==> config.mk <==
export PLATFORM = sky130hd
export DESIGN_NAME = sfixed_affine2_seq
export DESIGN_NICKNAME = d
export VERILOG_FILES = /design/src/rtl/sfixed_pkg.sv /design/src/rtl/sfixed_mult_9x9_x3.sv /design/src/rtl/sfixed_affine2_seq.sv
export SDC_FILE = /design/constraint.sdc
export NUM_CORES = 1
export LEC_CHECK = 0
export ABC_AREA = 1
export CORE_ASPECT_RATIO = 1.5
export CORE_MARGIN = 3
export CORE_UTILIZATION = 65
export CTS_BUF_LIST = sky130_fd_sc_hd__clkbuf_8 sky130_fd_sc_hd__clkbuf_16
export CTS_CLUSTER_DIAMETER = 150
export DETAILED_ROUTE_END_ITERATION = 6
export PLACE_DENSITY = 0.87
export SLEW_MARGIN = 20
export SYNTH_ARGS = -nofsm -noshare
export SYNTH_HDL_FRONTEND = slang
export SYNTH_HIERARCHICAL = 1
export SYNTH_SLANG_ARGS = --single-unit
==> constraint.sdc <==
create_clock -name clk -period 12.1 [get_ports clk]
set_clock_uncertainty 0.2 [all_clocks]
set_input_delay 1.21 -clock clk [delete_from_list [all_inputs] [get_ports clk]]
set_output_delay 1.21 -clock clk [all_outputs]
set_load 0.05 [all_outputs]
==> src/rtl/sfixed_pkg.sv <==
// Shared types, constants and the Q7.8 saturation helper for the affine sequencer.
// Latency: n/a (package only).
// Backpressure: n/a (package only).
package sfixed_pkg;

    localparam int IN_W    = 8;      // Q3.4 operand width
    localparam int FRAC_IN = 4;      // fraction bits of operands
    localparam int OUT_W   = 16;     // Q7.8 result width
    localparam int ACC_W   = 18;     // accumulator width, >= OUT_W+2
    localparam int SAT_MAX = 32767;
    localparam int SAT_MIN = -32768;

    typedef logic signed [IN_W-1:0]  sfix_q3_4_t;
    typedef logic signed [OUT_W-1:0] sfix_q7_8_t;
    typedef logic signed [ACC_W-1:0] acc_t;

    typedef enum logic [1:0] {
        IDLE = 2'd0,
        MUL0 = 2'd1,
        MUL1 = 2'd2,
        DONE = 2'd3
    } state_t;

    typedef struct packed {
        sfix_q7_8_t val;
        logic       sat;
    } sat_res_t;

    // Clamp an accumulator value into the Q7.8 range and flag clipping.
    function automatic sat_res_t sat16(input acc_t acc);
        sat_res_t r;
        if (acc > acc_t'(SAT_MAX)) begin
            r.val = sfix_q7_8_t'(SAT_MAX);
            r.sat = 1'b1;
        end else if (acc < acc_t'(SAT_MIN)) begin
            r.val = sfix_q7_8_t'(SAT_MIN);
            r.sat = 1'b1;
        end else begin
            r.val = acc[OUT_W-1:0];
            r.sat = 1'b0;
        end
        return r;
    endfunction

endpackage

==> src/rtl/sfixed_mult_9x9_x3.sv <==
// Two-lane signed fixed-point multiplier (lanes x/y); output slice selectable.
// Latency: combinational, result valid in the same cycle as the operands.
// Backpressure: none; the caller owns sequencing.
//
// Ports:
//   a_x_i, b_x_i : lane x operands (signed, A/B formats)
//   a_y_i, b_y_i : lane y operands
//   p_x_o, p_y_o : products sliced to 1+OUT_LEFT+OUT_RIGHT bits
module sfixed_mult_9x9_x3 #(
    parameter int A_INT     = 3,
    parameter int A_FRAC    = 4,
    parameter int B_INT     = 3,
    parameter int B_FRAC    = 4,
    parameter int OUT_LEFT  = 7,
    parameter int OUT_RIGHT = 8
) (
    input  logic signed [A_INT+A_FRAC:0]       a_x_i,
    input  logic signed [B_INT+B_FRAC:0]       b_x_i,
    input  logic signed [A_INT+A_FRAC:0]       a_y_i,
    input  logic signed [B_INT+B_FRAC:0]       b_y_i,
    output logic signed [OUT_LEFT+OUT_RIGHT:0] p_x_o,
    output logic signed [OUT_LEFT+OUT_RIGHT:0] p_y_o
);

    localparam int A_W = 1 + A_INT + A_FRAC;
    localparam int B_W = 1 + B_INT + B_FRAC;
    localparam int P_W = A_W + B_W;
    localparam int O_W = 1 + OUT_LEFT + OUT_RIGHT;
    // Position of the lowest kept bit in the full-precision product.
    localparam int LSB = A_FRAC + B_FRAC - OUT_RIGHT;

    logic signed [P_W-1:0] full_x;
    logic signed [P_W-1:0] full_y;

    // Widen both operands first so the signed product is computed at full width.
    assign full_x = P_W'(a_x_i) * P_W'(b_x_i);
    assign full_y = P_W'(a_y_i) * P_W'(b_y_i);

    assign p_x_o = full_x[LSB +: O_W];
    assign p_y_o = full_y[LSB +: O_W];

endmodule

==> src/rtl/sfixed_affine2_seq.sv <==
// 2-D affine transform out = M*v + t on a shared two-lane multiplier, Q3.4 in, Q7.8 saturated out.
// Latency: accept edge E0 -> out_valid after E0+2; one request in flight at a time.
// Backpressure: in_ready only in IDLE; result held in DONE until out_ready.
//
// Ports:
//   clk, rst               : clock, asynchronous active-high reset
//   in_valid / in_ready    : request handshake
//   m00..m11, vx, vy, tx, ty : Q3.4 operands, sampled on acceptance
//   out_valid / out_ready  : result handshake
//   out_x, out_y, out_sat  : Q7.8 result and saturation flag
module sfixed_affine2_seq
    import sfixed_pkg::*;
(
    input  logic              clk,
    input  logic              rst,
    input  logic              in_valid,
    output logic              in_ready,
    input  logic [IN_W-1:0]   m00,
    input  logic [IN_W-1:0]   m01,
    input  logic [IN_W-1:0]   m10,
    input  logic [IN_W-1:0]   m11,
    input  logic [IN_W-1:0]   vx,
    input  logic [IN_W-1:0]   vy,
    input  logic [IN_W-1:0]   tx,
    input  logic [IN_W-1:0]   ty,
    output logic              out_valid,
    input  logic              out_ready,
    output logic [OUT_W-1:0]  out_x,
    output logic [OUT_W-1:0]  out_y,
    output logic              out_sat
);

    state_t     state_q, state_d;

    sfix_q3_4_t m00_q, m01_q, m10_q, m11_q;
    sfix_q3_4_t vx_q, vy_q, tx_q, ty_q;

    acc_t       acc_x_q, acc_x_d;
    acc_t       acc_y_q, acc_y_d;
    sfix_q7_8_t out_x_q, out_x_d;
    sfix_q7_8_t out_y_q, out_y_d;
    logic       out_sat_q, out_sat_d;

    sfix_q3_4_t mul_ax, mul_bx, mul_ay, mul_by;
    sfix_q7_8_t prod_x, prod_y;

    acc_t       sum_x, sum_y;
    sat_res_t   sat_x, sat_y;

    logic       accept;

    assign accept = in_valid & in_ready;

    // ---------------------------------------------------------------
    // FSM: state register
    // ---------------------------------------------------------------
    always_ff @(posedge clk or posedge rst) begin
        if (rst) begin
            state_q <= IDLE;
        end else begin
            state_q <= state_d;
        end
    end

    // ---------------------------------------------------------------
    // FSM: next state
    // ---------------------------------------------------------------
    always_comb begin
        state_d = state_q;
        case (state_q)
            IDLE:    if (accept) state_d = MUL0;
            MUL0:    state_d = MUL1;
            MUL1:    state_d = DONE;
            DONE:    if (out_ready) state_d = IDLE;
            default: state_d = IDLE;
        endcase
    end

    // ---------------------------------------------------------------
    // FSM: outputs and multiplier operand steering.
    // Lanes are parked at zero outside the two multiply states so the
    // array does not toggle while idle or waiting on the consumer.
    // ---------------------------------------------------------------
    always_comb begin
        in_ready  = 1'b0;
        out_valid = 1'b0;
        mul_ax    = '0;
        mul_bx    = '0;
        mul_ay    = '0;
        mul_by    = '0;
        case (state_q)
            IDLE: in_ready = 1'b1;
            MUL0: begin
                mul_ax = m00_q;
                mul_bx = vx_q;
                mul_ay = m10_q;
                mul_by = vx_q;
            end
            MUL1: begin
                mul_ax = m01_q;
                mul_bx = vy_q;
                mul_ay = m11_q;
                mul_by = vy_q;
            end
            DONE:    out_valid = 1'b1;
            default: ;
        endcase
    end

    sfixed_mult_9x9_x3 #(
        .A_INT    (3),
        .A_FRAC   (4),
        .B_INT    (3),
        .B_FRAC   (4),
        .OUT_LEFT (7),
        .OUT_RIGHT(8)
    ) u_mult (
        .a_x_i(mul_ax),
        .b_x_i(mul_bx),
        .a_y_i(mul_ay),
        .b_y_i(mul_by),
        .p_x_o(prod_x),
        .p_y_o(prod_y)
    );

    // ---------------------------------------------------------------
    // Operand capture: only on acceptance, so later input changes are ignored.
    // ---------------------------------------------------------------
    always_ff @(posedge clk or posedge rst) begin
        if (rst) begin
            m00_q <= '0;
            m01_q <= '0;
            m10_q <= '0;
            m11_q <= '0;
            vx_q  <= '0;
            vy_q  <= '0;
            tx_q  <= '0;
            ty_q  <= '0;
        end else if (accept) begin
            m00_q <= sfix_q3_4_t'(m00);
            m01_q <= sfix_q3_4_t'(m01);
            m10_q <= sfix_q3_4_t'(m10);
            m11_q <= sfix_q3_4_t'(m11);
            vx_q  <= sfix_q3_4_t'(vx);
            vy_q  <= sfix_q3_4_t'(vy);
            tx_q  <= sfix_q3_4_t'(tx);
            ty_q  <= sfix_q3_4_t'(ty);
        end
    end

    // ---------------------------------------------------------------
    // Accumulate and saturate.
    // MUL0 seeds the accumulator with the translation aligned to Q.8
    // (shift by FRAC_IN) plus the first product; MUL1 adds the second
    // product and clamps once. ACC_W leaves headroom so the sum itself
    // never wraps before the clamp.
    // ---------------------------------------------------------------
    always_comb begin
        acc_x_d   = acc_x_q;
        acc_y_d   = acc_y_q;
        out_x_d   = out_x_q;
        out_y_d   = out_y_q;
        out_sat_d = out_sat_q;
        sum_x     = acc_x_q + acc_t'(prod_x);
        sum_y     = acc_y_q + acc_t'(prod_y);
        sat_x     = sat16(sum_x);
        sat_y     = sat16(sum_y);
        case (state_q)
            MUL0: begin
                acc_x_d = (acc_t'(tx_q) <<< FRAC_IN) + acc_t'(prod_x);
                acc_y_d = (acc_t'(ty_q) <<< FRAC_IN) + acc_t'(prod_y);
            end
            MUL1: begin
                acc_x_d   = sum_x;
                acc_y_d   = sum_y;
                out_x_d   = sat_x.val;
                out_y_d   = sat_y.val;
                out_sat_d = sat_x.sat | sat_y.sat;
            end
            default: ;
        endcase
    end

    always_ff @(posedge clk or posedge rst) begin
        if (rst) begin
            acc_x_q   <= '0;
            acc_y_q   <= '0;
            out_x_q   <= '0;
            out_y_q   <= '0;
            out_sat_q <= 1'b0;
        end else begin
            acc_x_q   <= acc_x_d;
            acc_y_q   <= acc_y_d;
            out_x_q   <= out_x_d;
            out_y_q   <= out_y_d;
            out_sat_q <= out_sat_d;
        end
    end

    assign out_x   = out_x_q;
    assign out_y   = out_y_q;
    assign out_sat = out_sat_q;

endmodule

Yosys cells after proc, flatten, opt, wreduce, memory -nomap -nowiden
Index checks and enable logic that the tools add are counted.
{ "op_classes": {"n_eq_ne": 5, "bitwise_logic": 2, "n_mux": 14, "mul": 2, "n_lt_le_gt_ge": 4, "addsub": 4, "n_reduce_logical": 3} }
{ "op_table": {"columns": ["op", "count"], "rows": [
  ["$pmux 18 s2", 2],
  ["$mux 17", 4],
  ["$pmux 8 s2", 3],
  ["$add 18x16->18", 2],
  ["$gt 18x16->1 const B", 2],
  ["$lt 18x16->1 const B", 2],
  ["$add 12x16->17", 2],
  ["$mul 8x8->16", 2],
  ["$pmux 2 s4", 1],
  ["$eq 2x2->1 const B", 2],
  ["$mux 2", 2],
  ["$ne 2x2->1 const B", 2],
  ["$eq 2x1->1 const B", 1],
  ["$logic_not 2->1", 1],
  ["$mux 1", 2],
  ["$reduce_and 2->1", 1],
  ["$reduce_bool 2->1", 1],
  ["$and 1x1->1", 1],
  ["$or 1x1->1", 1]
]} }
{ "word_totals": {"out_inout_bits": 35, "ff_bits": 135, "inputBits": 68} }

Depth between registers and ports, before layout
{ "logic_depth": {"depth_word": 8, "mapped_depth": 43} }

Cells and area by module
Netlist, hierarchy kept.
{ "by_module_without_submodules": {"columns": ["mod", "area_per_inst_um2", "cells_per_inst", "seq_area_each_um2", "n_inst"], "rows": [
  ["sfixed_affine2_seq", 9118.7, 1177, 3378.2, 1],
  ["sfixed_mult_9x9_x3", 5597.9, 812, 0.0, 1]
]} }

Worst setup path before layout
Ideal clock, no wire load.
{ "synth_path": {"path_kind": "reg-to-reg", "start": "register state_q[0]", "end": "register out_y_q[11], in the netlist out_y[11]", "arrival_ps": 6533, "setup_time_ps": 125, "setup_slack_ps": 5242, "n_path_buf": 4, "path_stages_with_launch": 38, "path_cell_list": "dfrtp_1 inv_1 ha_1 buf_4 clkbuf_1 buf_2 nand2_1 a21oi_1 inv_1 or2_2 fa_1 inv_1 fa_1 fa_1 inv_1 fa_1 inv_1 ha_1 [... 2 more ...] a21oi_1 nand3_1 nand3_1 nand2_1 ha_1 nand2_2 nor2_2 and3_1 nand2_1 nand2_1 nand2_1 nand2_1 nand2_1 nand2_2 inv_2 nand2_4 buf_8 nand3_1"} }
{ "synth_via": {"elab_chain_cells": 7, "word_cells_on_any_way": 10} }
{ "synth_rtl": {"columns": ["item", "line", "text"], "rows": [
  ["from (decl)", "sfixed_affine2_seq.sv:33", "state_t state_q, state_d;"],
  ["from (signal assigned)", "sfixed_affine2_seq.sv:61", "state_q <= state_d;"],
  ["$eq 2x2->1 / $eq 2x1->1 (equally long branches)", null, null],
  ["$pmux 8 s2 *", null, null],
  ["via mul_bx[7]", "sfixed_affine2_seq.sv:44", "sfix_q3_4_t mul_ax, mul_bx, mul_ay, mul_by;"],
  ["$mul 8x8->16 *", "sfixed_mult_9x9_x3.sv:37", "assign full_y = P_W'(a_y_i) * P_W'(b_y_i);"],
  ["via prod_y[15]", "sfixed_affine2_seq.sv:45", "sfix_q7_8_t prod_x, prod_y;"],
  ["$add 18x16->18 *", "sfixed_affine2_seq.sv:165", "sum_y = acc_y_q + acc_t'(prod_y);"],
  ["$lt 18x16->1", "sfixed_pkg.sv:35", "end else if (acc < acc_t'(SAT_MIN)) begin"],
  ["$mux 17", "sfixed_pkg.sv:35", null],
  ["$mux 17 *", "sfixed_pkg.sv:32", "if (acc > acc_t'(SAT_MAX)) begin"],
  ["to (signal assigned)", "sfixed_affine2_seq.sv:195", "out_y_q <= out_y_d;"],
  ["to (decl)", "sfixed_affine2_seq.sv:41", "sfix_q7_8_t out_y_q, out_y_d;"]
]} }
Mark *: on every way through the listed nets, which the timed path passes. The rest lies on a longest branch.
A chain may end at the register's enable or synchronous reset.

Worst setup path after layout
{ "layout_path": {"start": "register state_q[1]", "end": "register out_sat_q, in the netlist out_sat"} }
{ "layout_via": {"elab_chain_cells": 8, "word_cells_on_any_way": 18} }
{ "layout_rtl": {"columns": ["item", "line", "text"], "rows": [
  ["$eq 2x2->1 / $eq 2x1->1 (equally long branches)", "sfixed_affine2_seq.sv:91", "case (state_q)"],
  ["$pmux 8 s2 *", "sfixed_affine2_seq.sv:91", null],
  ["via mul_bx[7]", "sfixed_affine2_seq.sv:44", null],
  ["$mul 8x8->16 *", "sfixed_mult_9x9_x3.sv:37", null],
  ["via prod_y[10]", "sfixed_affine2_seq.sv:45", null],
  ["$add 18x16->18 *", "sfixed_affine2_seq.sv:165", null],
  ["$lt 18x16->1", "sfixed_pkg.sv:35", null],
  ["$mux 17", "sfixed_pkg.sv:35", null],
  ["$mux 17 *", "sfixed_pkg.sv:32", null],
  ["$or 1x1->1 *", "sfixed_affine2_seq.sv:178", "out_sat_d = sat_x.sat | sat_y.sat;"],
  ["to (signal assigned)", "sfixed_affine2_seq.sv:196", "out_sat_q <= out_sat_d;"],
  ["to (decl)", "sfixed_affine2_seq.sv:42", "logic out_sat_q, out_sat_d;"]
]} }
Marked as above.

==> flow_summary.toml <==
[worst_setup_path]
critical-path-slowest-cell = "a21oi_1"
crit_arrival_ns = 8.72
critPathKind = "reg -> reg"
required_ns = 12.21
cp_max_fo = 56
critPathMaxStageDelay_ns = 0.55
timing.rr.start = "state_q[1]"
startpoint_type = "flip-flop"
crit_start = "state_q[1]"
cpMostUsedCell = "inv_1"
setup.worst_path.end_class = "flip-flop"

[route]
vias = 13200
first_pass_iters = 7
ant_nets = 0
drt-total-wl_um = 36700
drc = 0
avgViaCountPerCell = 5.65
drt-wirelength-per-cell_um = 15.7
drt_iter0_markers = 934

[timing]
min_period_ns = 8.60
slew_viol_final = 0
rsz0062_at_grt = "false"
fin_setup_tns_ns = 0
relSlewSlack = 0.324
finalHoldViolCount = 0
fin_crit_sh = 0.711
max_freq_mhz = 116
tightestPinTransition_ns = 1.01
setup_violations = 0

[final_layout]
nNetsFinal = 2354
fin_cells = 2337
areaGrowthSynthToFinish_pct = 12.2
seq_area_sq_um = 3380
nFillCells = 1634
multi_input_area_sq_um = 9530
drive_gt1_frac = 0.0862
final_cell_area_sq_um = 16500
n_antenna_cell = 0

[floorplanning]
placementRows = 66
die_y_um = 190
initial_utilization = 0.670
die_w_um = 129
core_area_sq_um = 22000
die_area_sq_um = 24500
io_pins = 103

[cts]
htree_levels = 4
cts_sinks = 135
worst_skew_pair.late_latency_ns = 0.44
cts_root_buffer = "clkbuf_16"
clkSlewWorstSetupHoldPaths_ns = 0.06
clockBufferDepth = 2
ctsHoldBuffers = 0
post_cts_buffers = 0
cts_resized = 0
cts_tree = "yes"
numCtsBuffers = 17

[synth]
yosysSeqAreaShare = 0.230
postSynthAreaPerCell_sq_um = 7.40
synth.distinct_cells = 44
syn_inst = 1989
yosys.area.top_type = "dfrtp_1"
yosysTopAreaCellShare = 0.230
ys_ff_latch = 135
syn_area_sq_um = 14700
yosys-top-cells-area = "dfrtp_1, fa_1, nand2_1"
ys_warn_count = 6
synth_nets = 2291

[global_routing]
grt_use_total = 0.305
gr-total-overflow = 0
grt_max_degree = 82
grt_pass1_wl_um = 60600
antenna_found_initial = 0
grt_pass1_vias = 13600

[min_path]
min_path_type = "reg -> reg"
hp-start = "out_x[1]"

[place]
post-place-cells = 2305
post_dp_cell_area_sq_um = 15900
hpwlAfterDp_um = 28500
place_congestion = 0.989
numPortBuffers = 102

[status]
outcome = "finished clean"

[flow_run]
cap_violations = 0
metrics by stage:
stage	util	setup slack, ns	hold slack, ns
3_5_place_dp	0.723	3.75	0.273
5_1_grt	0.752	2.95	0.312
2_1_floorplan	-	5.24	0.255
6_report	0.752	3.50	0.285
4_1_cts	0.752	3.63	0.288
3_3_place_gp	0.722	3.76	0.266
area by class of cell:
type | instances | share of cell area
sequential | 135 | 0.205
tap | 272 | 0.0206
clock buffer | 20 | 0.0283
multi-input combinational | 1380 | 0.577
timing repair buffer | 113 | 0.0670
inverter | 405 | 0.0923
clock inverter | 12 | 0.0105
flip-flops by register name, summed over array words and instances, names as in the netlist, 16 cells and up:
signal and count:
acc_x_q 18, out_y 16, acc_y_q 18, out_x 16
cell families (layout without fill, tap and decap cells):
group                      after synthesis  after routing  synth area share
xor gates and xnor gates                35             35            0.0208
adders and majority gates              234            234             0.257
AOI/OAI and AO/OA                      196            196            0.0740
muxes                                   62             62            0.0474
DFF                                    135            135             0.230
buffers and inverters                  474            550             0.124
and+or+nand+nor                        853            853             0.247
synth_stat cells:
master / number
nand3_1: 111
o22ai_1: 1
nand2_4: 3
nor2_1: 108
ha_1: 120
buf_6: 3
dfrtp_1: 135
a211oi_1: 1
nand4_1: 21
a31o_2: 1
xnor2_1: 18
nor2_2: 9
nand2_1: 538
a21o_1: 5
xor2_1: 17
o211ai_1: 1
buf_8: 1
clkbuf_1: 57
a21oi_2: 4
nor3_2: 1
inv_2: 4
nand2b_1: 1
a21oi_4: 1
nand3_2: 11
nor3_1: 7
a21oi_1: 102
mux2_2: 62
clkinv_1: 1
o21bai_1: 7
o21ai_0: 46
fa_1: 114
and3_1: 1
nand2_2: 19
or2_1: 1
inv_1: 400
or2_2: 17
buf_2: 6
o21ai_1: 4
and2_1: 1
nand3b_1: 4
buf_1: 1
o22a_1: 5
buf_4: 1
a31oi_1: 18
critical path: cells and delay by family, from the launching register on:
kind | cells | cell delay [ns]
simple gates | 11 | 1.42
flops | 1 | 0.39
compound gates | 5 | 1.22
buf+inv | 9 | 1.91
xor+xnor | 1 | 0.36
fa+ha+maj | 7 | 2.96
worst paths after layout:
check / depth (start not counted) / slack (ns) / endpoint
setup / recovery: 33 / 3.50 / out_sat
min in group asynchronous: 2 / 1.03 / out_y[3]
setup reg to reg: 33 / 3.50 / out_sat
hold / removal: 2 / 0.29 / out_x[1]
max in group asynchronous: 3 / 9.57 / m01_q[6]
hold reg to reg: 2 / 0.29 / out_x[1]
metal layers:
layer	vias to the layer above	global-route usage	part of all wire
met5	-	0	0
met4	0	0.152	0.046
met3	149	0.0412	0.051
met2	537	0.558	0.52
met1	6249	0.340	0.38
li1	6263	-	-
placed cells by master (no fill, tap or decap), types with 62 or more instances in the layout:
master           instances
a21oi_1                100
clkdlybuf4s50_1        102
dfrtp_1                135
fa_1                   114
ha_1                   119
inv_1                  400
mux2_2                  62
nand2_1                537
nand3_1                111
nor2_1                 108
Power is not shown: default switching activity piles up to over one toggle a cycle in this logic, so the estimate is an artifact.
